--- config.mk ---
export PLATFORM = sky130hd
export DESIGN_NAME = sump_cmd_decoder
export DESIGN_NICKNAME = d
export VERILOG_FILES = /design/src/rtl/sump_cmd_decoder_pkg.sv /design/src/rtl/sump_cmd_decoder.sv
export SDC_FILE = /design/constraint.sdc
export NUM_CORES = 1
export LEC_CHECK = 0
export ABC_AREA = 0
export BUFFER_PORTS_ARGS = -buffer_cell sky130_fd_sc_hd__buf_2
export CORE_MARGIN = 2
export CORE_UTILIZATION = 50
export DETAILED_ROUTE_END_ITERATION = 6
export GPL_TIMING_DRIVEN = 1
export MAX_ROUTING_LAYER = met4
export PLACE_DENSITY = 0.84
export SLEW_MARGIN = 20
export SYNTH_ARGS = -nofsm -noshare
export SYNTH_HDL_FRONTEND = slang
export SYNTH_SLANG_ARGS = --single-unit
--- constraint.sdc ---
create_clock -name clock -period 3.6 [get_ports clock]
set_clock_uncertainty 0.15 [all_clocks]
set_input_delay 0.54 -clock clock [delete_from_list [all_inputs] [get_ports clock]]
set_output_delay 0.54 -clock clock [all_outputs]
set_load 0.01 [all_outputs]
--- src/rtl/sump_cmd_decoder_pkg.sv ---
// sump_pkg: shared definitions for the SUMP command decoder.
//   - opcode constants for short (bit 7 clear) and long (bit 7 set) commands
//   - FSM state enumeration
//   - bit positions of the fields inside the flags register
//   - helper recognising the trigger-write opcode block 0xC0-0xCF
package sump_pkg;

  localparam logic [7:0] OP_RESET      = 8'h00;
  localparam logic [7:0] OP_RUN        = 8'h01;
  localparam logic [7:0] OP_ID         = 8'h02;
  localparam logic [7:0] OP_META       = 8'h04;
  localparam logic [7:0] OP_RLE_FINISH = 8'h05;
  localparam logic [7:0] OP_DIVIDER    = 8'h80;
  localparam logic [7:0] OP_COUNT      = 8'h81;
  localparam logic [7:0] OP_FLAGS      = 8'h82;
  localparam logic [7:0] OP_TRIG_BASE  = 8'hC0;

  typedef enum logic {
    ST_IDLE = 1'b0,
    ST_ARG  = 1'b1
  } state_e;

  // Flags register field positions.
  localparam int FLAG_DEMUX     = 0;
  localparam int FLAG_GROUP_LO  = 2;
  localparam int FLAG_GROUP_HI  = 5;
  localparam int FLAG_RLE       = 8;
  localparam int FLAG_TESTMODE  = 11;

  // True for the sixteen trigger-write opcodes 0xC0-0xCF.
  function automatic logic is_trig_op(input logic [7:0] op);
    return (op[7:4] == OP_TRIG_BASE[7:4]);
  endfunction

endpackage

--- src/rtl/sump_cmd_decoder.sv ---
// sump_cmd_decoder: assembles SUMP short and long commands from UART bytes.
// Ports:
//   clock, reset_n            core clock, async active-low reset
//   rx_data[7:0], rx_valid    received byte and its one-cycle strobe
//   cmd_reset/run/id/meta/rle_finish   one-cycle short-command strobes
//   divider, read_count, delay_count, flags   configuration registers
//   trig_wr, trig_stage, trig_reg, trig_data  trigger-stage write port
// Long commands are an opcode followed by four argument bytes, little-endian.
// A long command left idle for TIMEOUT cycles is discarded.
module sump_cmd_decoder
  import sump_pkg::*;
#(
  parameter int TIMEOUT = 65535
) (
  input  logic        clock,
  input  logic        reset_n,
  input  logic [7:0]  rx_data,
  input  logic        rx_valid,
  output logic        cmd_reset,
  output logic        cmd_run,
  output logic        cmd_id,
  output logic        cmd_meta,
  output logic        cmd_rle_finish,
  output logic [23:0] divider,
  output logic [15:0] read_count,
  output logic [15:0] delay_count,
  output logic [31:0] flags,
  output logic        trig_wr,
  output logic [1:0]  trig_stage,
  output logic [1:0]  trig_reg,
  output logic [31:0] trig_data
);

  localparam int              TW    = (TIMEOUT < 2) ? 1 : $clog2(TIMEOUT + 1);
  localparam logic [TW-1:0]   TLOAD = TW'(TIMEOUT);

  state_e        state_q, state_d;
  logic [7:0]    opcode_q, opcode_d;
  logic [31:0]   arg_q, arg_d;
  logic [1:0]    cnt_q, cnt_d;
  logic [TW-1:0] timer_q, timer_d;
  logic          expired_s;

  logic          cmd_reset_q, cmd_reset_d;
  logic          cmd_run_q, cmd_run_d;
  logic          cmd_id_q, cmd_id_d;
  logic          cmd_meta_q, cmd_meta_d;
  logic          cmd_rle_q, cmd_rle_d;
  logic [23:0]   divider_q, divider_d;
  logic [15:0]   read_count_q, read_count_d;
  logic [15:0]   delay_count_q, delay_count_d;
  logic [31:0]   flags_q, flags_d;
  logic          trig_wr_q, trig_wr_d;
  logic [1:0]    trig_stage_q, trig_stage_d;
  logic [1:0]    trig_reg_q, trig_reg_d;
  logic [31:0]   trig_data_q, trig_data_d;

  // Next-state and output decode for the IDLE/ARG command assembler.
  always_comb begin
    state_d       = state_q;
    opcode_d      = opcode_q;
    arg_d         = arg_q;
    cnt_d         = cnt_q;
    timer_d       = timer_q;
    cmd_reset_d   = 1'b0;
    cmd_run_d     = 1'b0;
    cmd_id_d      = 1'b0;
    cmd_meta_d    = 1'b0;
    cmd_rle_d     = 1'b0;
    trig_wr_d     = 1'b0;
    divider_d     = divider_q;
    read_count_d  = read_count_q;
    delay_count_d = delay_count_q;
    flags_d       = flags_q;
    trig_stage_d  = trig_stage_q;
    trig_reg_d    = trig_reg_q;
    trig_data_d   = trig_data_q;

    // A long command whose timer has run out behaves exactly like IDLE, so
    // a byte arriving on the expiry cycle is decoded as a fresh opcode.
    expired_s = (state_q == ST_ARG) && (timer_q == '0);

    if ((state_q == ST_IDLE) || expired_s) begin
      state_d = ST_IDLE;
      if (rx_valid) begin
        if (rx_data[7]) begin
          opcode_d = rx_data;
          cnt_d    = 2'd0;
          timer_d  = TLOAD;
          state_d  = ST_ARG;
        end else begin
          case (rx_data)
            OP_RESET:      cmd_reset_d = 1'b1;
            OP_RUN:        cmd_run_d   = 1'b1;
            OP_ID:         cmd_id_d    = 1'b1;
            OP_META:       cmd_meta_d  = 1'b1;
            OP_RLE_FINISH: cmd_rle_d   = 1'b1;
            default:       ;
          endcase
        end
      end else begin
        timer_d = timer_q;
      end
    end else begin
      if (rx_valid) begin
        arg_d   = {rx_data, arg_q[31:8]};
        cnt_d   = cnt_q + 2'd1;
        timer_d = TLOAD;
        if (cnt_q == 2'd3) begin
          state_d = ST_IDLE;
          case (opcode_q)
            OP_DIVIDER: divider_d = arg_d[23:0];
            OP_COUNT: begin
              read_count_d  = arg_d[15:0];
              delay_count_d = arg_d[31:16];
            end
            OP_FLAGS:   flags_d = arg_d;
            default: begin
              if (is_trig_op(opcode_q)) begin
                trig_wr_d    = 1'b1;
                trig_stage_d = opcode_q[3:2];
                trig_reg_d   = opcode_q[1:0];
                trig_data_d  = arg_d;
              end else begin
                trig_wr_d    = 1'b0;
              end
            end
          endcase
        end else begin
          state_d = ST_ARG;
        end
      end else begin
        // Non-zero here: the zero case was routed to the IDLE branch.
        timer_d = timer_q - TW'(1);
      end
    end
  end

  // State, argument, counters and all registered outputs.
  always_ff @(posedge clock or negedge reset_n) begin
    if (!reset_n) begin
      state_q       <= ST_IDLE;
      opcode_q      <= 8'h00;
      arg_q         <= 32'h0000_0000;
      cnt_q         <= 2'd0;
      timer_q       <= '0;
      cmd_reset_q   <= 1'b0;
      cmd_run_q     <= 1'b0;
      cmd_id_q      <= 1'b0;
      cmd_meta_q    <= 1'b0;
      cmd_rle_q     <= 1'b0;
      trig_wr_q     <= 1'b0;
      divider_q     <= 24'h00_0000;
      read_count_q  <= 16'h0000;
      delay_count_q <= 16'h0000;
      flags_q       <= 32'h0000_0000;
      trig_stage_q  <= 2'd0;
      trig_reg_q    <= 2'd0;
      trig_data_q   <= 32'h0000_0000;
    end else begin
      state_q       <= state_d;
      opcode_q      <= opcode_d;
      arg_q         <= arg_d;
      cnt_q         <= cnt_d;
      timer_q       <= timer_d;
      cmd_reset_q   <= cmd_reset_d;
      cmd_run_q     <= cmd_run_d;
      cmd_id_q      <= cmd_id_d;
      cmd_meta_q    <= cmd_meta_d;
      cmd_rle_q     <= cmd_rle_d;
      trig_wr_q     <= trig_wr_d;
      divider_q     <= divider_d;
      read_count_q  <= read_count_d;
      delay_count_q <= delay_count_d;
      flags_q       <= flags_d;
      trig_stage_q  <= trig_stage_d;
      trig_reg_q    <= trig_reg_d;
      trig_data_q   <= trig_data_d;
    end
  end

  assign cmd_reset      = cmd_reset_q;
  assign cmd_run        = cmd_run_q;
  assign cmd_id         = cmd_id_q;
  assign cmd_meta       = cmd_meta_q;
  assign cmd_rle_finish = cmd_rle_q;
  assign divider        = divider_q;
  assign read_count     = read_count_q;
  assign delay_count    = delay_count_q;
  assign flags          = flags_q;
  assign trig_wr        = trig_wr_q;
  assign trig_stage     = trig_stage_q;
  assign trig_reg       = trig_reg_q;
  assign trig_data      = trig_data_q;

endmodule
* After elaboration in Yosys (flattened, before gate mapping) *
Index checks and enable logic that the tools add are counted.

storage, ports and cells
  register bits after elaboration = 189
  word-level logic and storage cells = 86
  input bits = 11
  output and inout port bits = 130

cells by class
  mux-type cells = 38
  eq/ne operators = 11
  reduce and logical (&&, ||, !) cells = 14
  add/subtract/negate cells = 2
  bitwise logic cells = 3

operator list
  operator               count
  $mux 16                4
  $mux 1                 30
  $eq 8x8->1 const B     3
  $eq 8x3->1 const B     2
  $logic_not 16->1       1
  $sub 16x1->16 const B  1
  $reduce_and 4->1       3
  $eq 8x1->1 const B     1
  $eq 8x2->1 const B     1
  $logic_not 8->1        1
  $mux 2                 4
  $reduce_and 2->1       3
  $reduce_and 5->1       1
  $eq 4x4->1 const B     1
  $ne 2x2->1 const B     2
  $not 1->1              3
  $reduce_and 3->1       1
  $reduce_or 3->1        1
  $add 2x1->2 const B    1
  $eq 2x2->1 const B     1
  $reduce_bool 2->1      1
  $logic_and 1x1->1      1
  $logic_or 1x1->1       1

* Longest topological paths before layout *
Gate-level depths: netlist (run 1).

  depth after elaboration = 6
  depth in mapped cells = 8
  mapped depth without buffers = 6

* Worst setup path after synthesis (run 1) *
Ideal clock, no wire load.

  kind = input port to flip-flop
  start point = in rx_valid
  end point = reg divider_q[10], in the netlist divider[10]
  cell stages on the path = 7
  path buffers = 3
  data arrival time = 2126 ps
  data required time = 3325 ps
  setup slack = 1199 ps
  setup time = 125 ps
  path through = buf_2 > nand2_1 > nor4b_1 > and4_1 > buf_2 > buf_2 > mux2_2

on the way
  longest elaborated chain between the ends = 1

RTL lines
  element                     RTL line                 source
  start, declared             sump_cmd_decoder.sv:18   input logic rx_valid,
  $reduce_and 4->1 (no line)  --
  end signal, assigned        sump_cmd_decoder.sv:172  divider_q <= divider_d;
  end, declared               sump_cmd_decoder.sv:49   logic [23:0] divider_q, divider_d;

No other way between the ends.
A chain may end at the register's enable or synchronous reset.

* Worst setup path after layout (run 1) *
  start point = reg timer_q[0]
  end point = reg arg_q[13]

on the way
  longest elaborated chain between the ends = 5

RTL lines
  element                     RTL line                 source
  start, declared             sump_cmd_decoder.sv:41   logic [TW-1:0] timer_q, timer_d;
  start signal, assigned      sump_cmd_decoder.sv:165  timer_q <= timer_d;
  $logic_not 16->1            sump_cmd_decoder.sv:81   expired_s = (state_q == ST_ARG) && (timer_q == '0);
  $logic_and 1x1->1           sump_cmd_decoder.sv:81
  $logic_or 1x1->1            sump_cmd_decoder.sv:83   if ((state_q == ST_IDLE) || expired_s) begin
  $not 1->1 (no line)         --
  $reduce_and 2->1 (no line)  --
  end signal, assigned        sump_cmd_decoder.sv:163  arg_q <= arg_d;
  end, declared               sump_cmd_decoder.sv:39   logic [31:0] arg_q, arg_d;

No other way between the ends.

==> run metrics, run 1 <==
Hold WC Path Type=input port to asynchronous set/reset pin; crit share post-route=around 78%; Worst-Margin Slew=about 800 ps; TritonCTS Buffers=17; Leak=between 4 and 5 nW; Skew-Pair Late Insertion Delay=~420 ps; Fillers=1,081; PortBufs=140; status=finished clean; total global routing overflow=0; first-pass GRT wire length=26,600 um; Die Y=approximately 120 um; number of synthesized register bits=approximately 180; DR vias=roughly 4,700; Final ANT Viol Nets=0; crit-path cells=inv_1, ha_1, nor4b_2, a41oi_2, buf_4, nand2_1, buf_4, mux2_2; Top-Level Pins=~140; CP required=approximately 3800 ps; worst endpoint data arrival time=2950 ps; post-route DRC violation count=0; # rows=44; H-tree Lvls=4; initial antenna violation count=0; fin crit period=between 2000 and 3000 ps; Synth Area per Inst=approximately 15 um^2; vias per cell=~5.7; vias in the first global route=~5,000; Seq/Total Area, Yosys=between 60 and 70%; clk slew on worst S/H paths=about 70 ps; Crit path max-delay family=buffers and inverters; Critical path buffers and inverters=3; Initial Util=50.6%; CTS Hold Bufs=0; Yosys warning count=0; Total Power=about 0.006 W; routed wire length=~16,000 um; register area=around 4500 um^2; post-synth cell types=56; Post-Syn Nets=between 400 and 500; Area Overhead vs Synth=20.0%; highest-delay cell along the critical path=dfrtp_1; number of diodes=0; Post-synth EDFFs=0; crit path capture type=flip-flop; VDD IR max=around 380 uV; ratio of cells with drive above 1 in the final layout=between 50% and 60%; maxcap violations=0; PwrDens=691 nW/um^2; fmax=358 MHz; CTS tree=built; die area=between 15,000 and 20,000 um^2; Final Max Tran Viols=0; Post-DP HPWL=between 10,000 and 15,000 um; All-Layer GR Usage=22.2%; multi-input logic area=2610 um^2; first drt pass iteration count=4; Area after DPL=around 8000 um^2; RSZ-0062 raised after global routing=false; Min Hold Slack=about 17 ps; Max FO, Critical Path=24; clk root buf=clkbuf_16; Sinks on Clock Net=around 180; Async SR Flop Fraction=100%; Die X-Extent=about 120 um; leading register cell type out of synthesis=dfrtp_1; Bufs on Longest Clock Path=2; setup violators final=0; delay of the slowest critical-path stage=approximately 450 ps; largest net degree at the start of global routing=90; WL/cell=just under 20 um; Mapped Cells=484; Rel. slew slack=47.2%; final hold violation count=0; post-CTS sizing=0; Initial DRC Count=323; Nets=639; GPL Wtd Cong=around 0.86; TNS Setup=0 ps; Crit Path Category=flip-flop to flip-flop; post-route cell area=between 8000 and 9000 um^2; Startpoint Class=flip-flop; Core ar.=approximately 14,000 um^2; most frequent CP cell=buf_4; post-CTS setup buffer count=0; mapped cell area=around 7300 um^2
## placed cells by master (no fill, tap or decap), drive strengths merged, types with 2 or more instances in the layout
master / synthesis / routed
nor2b: 5 / 5
buf: 21 / 149
and4b: 2 / 2
or3: 3 / 3
a21oi: 3 / 3
nor3b: 2 / 2
a311oi: 2 / 2
nor2: 11 / 11
o21ai: 3 / 3
nor4: 6 / 6
nor4b: 2 / 2
o211a: 5 / 5
a211oi: 3 / 3
ha: 2 / 2
o31ai: 4 / 4
clkbuf: 5 / 18
dfrtp: 181 / 181
or4: 3 / 3
nand3: 4 / 4
nand4b: 2 / 2
clkinvlp: 0 / 2
clkinv: 0 / 6
a41oi: 2 / 2
nor3: 15 / 15
and3: 4 / 4
nand4: 7 / 7
nand2: 5 / 5
nand2b: 5 / 5
a311o: 5 / 5
mux2: 155 / 155
inv: 4 / 10
## final cells by class
type | instances | share of cell area, %
well taps | 184 | 2.63
flip-flops and latches | 181 | 51.7
multi-input cells | 273 | 29.8
repair buffers | 149 | 9.12
clock buffers | 18 | 5.01
inverters | 4 | 0.171
clock inverters | 14 | 1.59
## cell families (layout without fill, tap and decap cells)
family | after synthesis | after routing | share of synthesized area, %
buffers and inverters | 30 | 185 | 2.26
multiplexers | 155 | 155 | 23.9
AO/OA/AOI/OAI | 37 | 37 | 4.27
AND/OR/NAND/NOR | 79 | 79 | 7.21
flip-flops | 181 | 181 | 62.0
adder cells (fa/ha/maj) | 2 | 2 | 0.343
## report_power, final
part           total, W  internal (W)  switching, W
registers       0.00300       0.00253      0.000467
clock network   0.00177      0.000935      0.000834
logic           0.00128      0.000658      0.000626
## final timing paths
kind,start,endpoint,slack (ps),cells past startpoint
min in group clock,rx_data[3],cmd_run,270,2
worst max register to register,timer_q[0],arg_q[13],810,8
worst min register to register,opcode_q[7],opcode_q[7],330,1
max in group asynchronous,reset_n,divider[19],2370,2
worst min-delay path,reset_n,delay_count[7],20,1
worst max-delay path,timer_q[0],arg_q[13],810,8
## synthesized netlist by cell type, drive strengths merged, types with 4 or more instances
cell	count	area (um^2)
and3	4	26.3
mux2	155	1750
o31ai	4	30.0
buf	21	130
a311o	5	50.1
inv	4	15.0
o211a	5	50.1
nor3	15	80.1
nand3	4	20.0
clkbuf	5	20.0
nand2	5	18.8
nand2b	5	31.3
nor2	11	43.8
nor4	6	80.1
nand4	7	43.8
dfrtp	181	4530
nor2b	5	31.3
## layer usage
metal,wire length (um),part of all wire [%],global-route usage [%],vias up
met5,0,0,-,-
met4,261,1.6,7.19,0
met3,702,4.4,4.30,23
met2,8040,50,35.4,153
met1,7040,44,29.0,2436
li1,-,-,-,2078
## stage by stage
stage               utilization, %  setup slack (ps)  instances
floorplan                        -              1200        484
global placement              56.7               752        791
detailed placement            56.7               497        791
CTS                           60.7               817        823
global route                  60.7               591        823
finish                        60.7               805        823
(Power assumes the default switching activity.)
==> run 2: changes to the inputs <==
Settings changed: PLACE_DENSITY 0.84 to 0.87.
Clock period 3.6 ns to 2.56 ns, I/O delays scaled along.
==> run 2 against run 1 <==
Compared with the run above:
- non-clock buffer count rose by 12
- combinational power rose by 44%
- setup slack got worse by 660 ps
- critical path depth fell by 1
- die area did not move
- register-to-register slack got worse by 660 ps
- maximum frequency rose by 16%
- design area rose by 2.0%
- hold slack improved by 76 ps
- via count fell by 0.26%
- sequential power rose by 40%
- clock-buffer cell count did not move
- largest cell class unchanged
- largest power group unchanged
==> run metrics, run 2 (synthesis results as in run 1) <==
status=finished clean; Top-Level Pins=141; clk root buf=clkbuf_16; Hold Crit Depth=2; PortBufs=140; vias in the first global route=~4,900; # rows=44; Nets=~650; Rel. slew slack=between 50% and 60%; fin crit period=2420 ps; worst endpoint data arrival time=~2600 ps; RR Endpoint=divider[13]; Initial Util=50.6%; fmax=slightly above 400 MHz; R2R Setup Slk=around 140 ps; Die Y=between 100 and 150 um; Crit Path Category=flip-flop to flip-flop; Fillers=1,091; post-route DRC violation count=0; Initial DRC Count=301; die area=approximately 16,000 um^2; setup violators final=0; CP required=2720 ps; PwrDens=slightly below 1000 nW/um^2; Area Overhead vs Synth=22.4%; Post-DP HPWL=between 10,000 and 15,000 um; WL/cell=approximately 20 um; RR Startpoint=timer_q[0]; largest net degree at the start of global routing=64; final hold violation count=0; total global routing overflow=0; Worst-Margin Slew=~600 ps; Core ar.=14,400 um^2; Total Power=about 0.0087 W; maxcap violations=0; vias per cell=between 5 and 6; crit share post-route=94.4%; Max FO, Critical Path=24; TNS Setup=0 ps; routed wire length=about 16,000 um; Final Max Tran Viols=0; Startpoint Class=flip-flop; Final ANT Viol Nets=0; post-CTS setup buffer count=0; most frequent cells in the layout=181 x dfrtp_1, 141 x mux2_2, 139 x buf_2, 17 x clkbuf_16; RSZ-0062 raised after global routing=false; clk slew on worst S/H paths=~70 ps; hold endpoint=cmd_meta; GPL Wtd Cong=roughly 0.90; Skew-Pair Late Insertion Delay=430 ps; register area=about 4500 um^2; VDD IR max=around 570 uV; DR vias=~4,700; crit path capture type=flip-flop; Bufs on Longest Clock Path=2; TritonCTS Buffers=17; multi-input logic area=~2600 um^2; first drt pass iteration count=4; Leak=between 4 and 5 nW; Die X-Extent=between 100 and 150 um; Hold Startpoint=rx_data[0]; H-tree Lvls=4; worst reg-to-reg path cell count=7; Sinks on Clock Net=about 180; number of diodes=0; CTS tree=built; final core occ=between 60% and 70%; ratio of cells with drive above 1 in the final layout=around 53%; most common cell after layout, fill and taps aside=dfrtp_1; initial antenna violation count=0; Hold WC Path Type=input port to flip-flop; first-pass GRT wire length=approximately 27,000 um; All-Layer GR Usage=about 22%
[run 2: cell count changes in the layout (fill, tap and decap cells not counted), sizes merged]
cell / previous run / this run
dlygate4sd3: 0 / 1
inv: 10 / 8
clkinv: 6 / 1
bufinv: 0 / 2
clkinvlp: 2 / 7
buf: 149 / 160
[run 2: report_power, final]
part           switching [W]  total, W  internal, W
logic               0.000878   0.00184     0.000961
clock network        0.00116   0.00265      0.00149
registers           0.000649   0.00421      0.00356
total                0.00268   0.00870      0.00602
[run 2: how the worst max path moves through the flow]
stage	from	end	slack, ps	cells past startpoint
global placement	timer_q[0]	divider[1]	230	7
floorplan	timer_q[0]	opcode_q[0]	220	7
global route	timer_q[0]	cmd_reset	0.6	7
CTS	timer_q[0]	timer_q[12]	140	7
finish	timer_q[0]	divider[13]	140	7
detailed placement	timer_q[0]	trig_data[9]	160	7
[run 2: repair_timing]
item,in CTS,in global routing
hold endpoints to repair,60,0
setup endpoints to repair,0,8
gates resized for setup,0,2
hold buffers,1,0
[run 2: per-layer routing]
metal | GRT usage (%) | vias up | share of wire [%]
met2 | 34.4 | 133 | 49
met3 | 5.24 | 15 | 4.6
met4 | 7.78 | 0 | 1.4
met5 | - | - | 0
li1 | - | 2101 | -
met1 | 29.7 | 2429 | 45
[run 2: cell type report]
| type | count | area share [%] |
|---|---|---|
| clock buffers | 18 | 4.91 |
| clock inverters | 14 | 1.92 |
| inverters | 4 | 0.168 |
| multi-input cells | 273 | 29.2 |
| flip-flops and latches | 181 | 50.7 |
| well taps | 184 | 2.57 |
| repair buffers | 161 | 10.6 |
[run 2: worst max-delay path: stages (launching register included)]
cell and delay (ps):
dfrtp_1 420, inv_1 70, ha_1 240, nor4b_2 180, a41oi_2 340, and4_1 300, buf_12 220, mux2_2 360
[run 2: through the flow]
step / cells / instance area, um^2 / worst slack (ps) / hold slack, ps
after detailed placement: 802 / 8320 / 162 / 273
after floorplan: 484 / 7300 / 221 / -61.6
after global routing: 835 / 8940 / 0.619 / 81.5
final: 835 / 8940 / 143 / 93.3
after CTS: 835 / 8940 / 144 / 64.9
after global placement: 802 / 8320 / 235 / 259
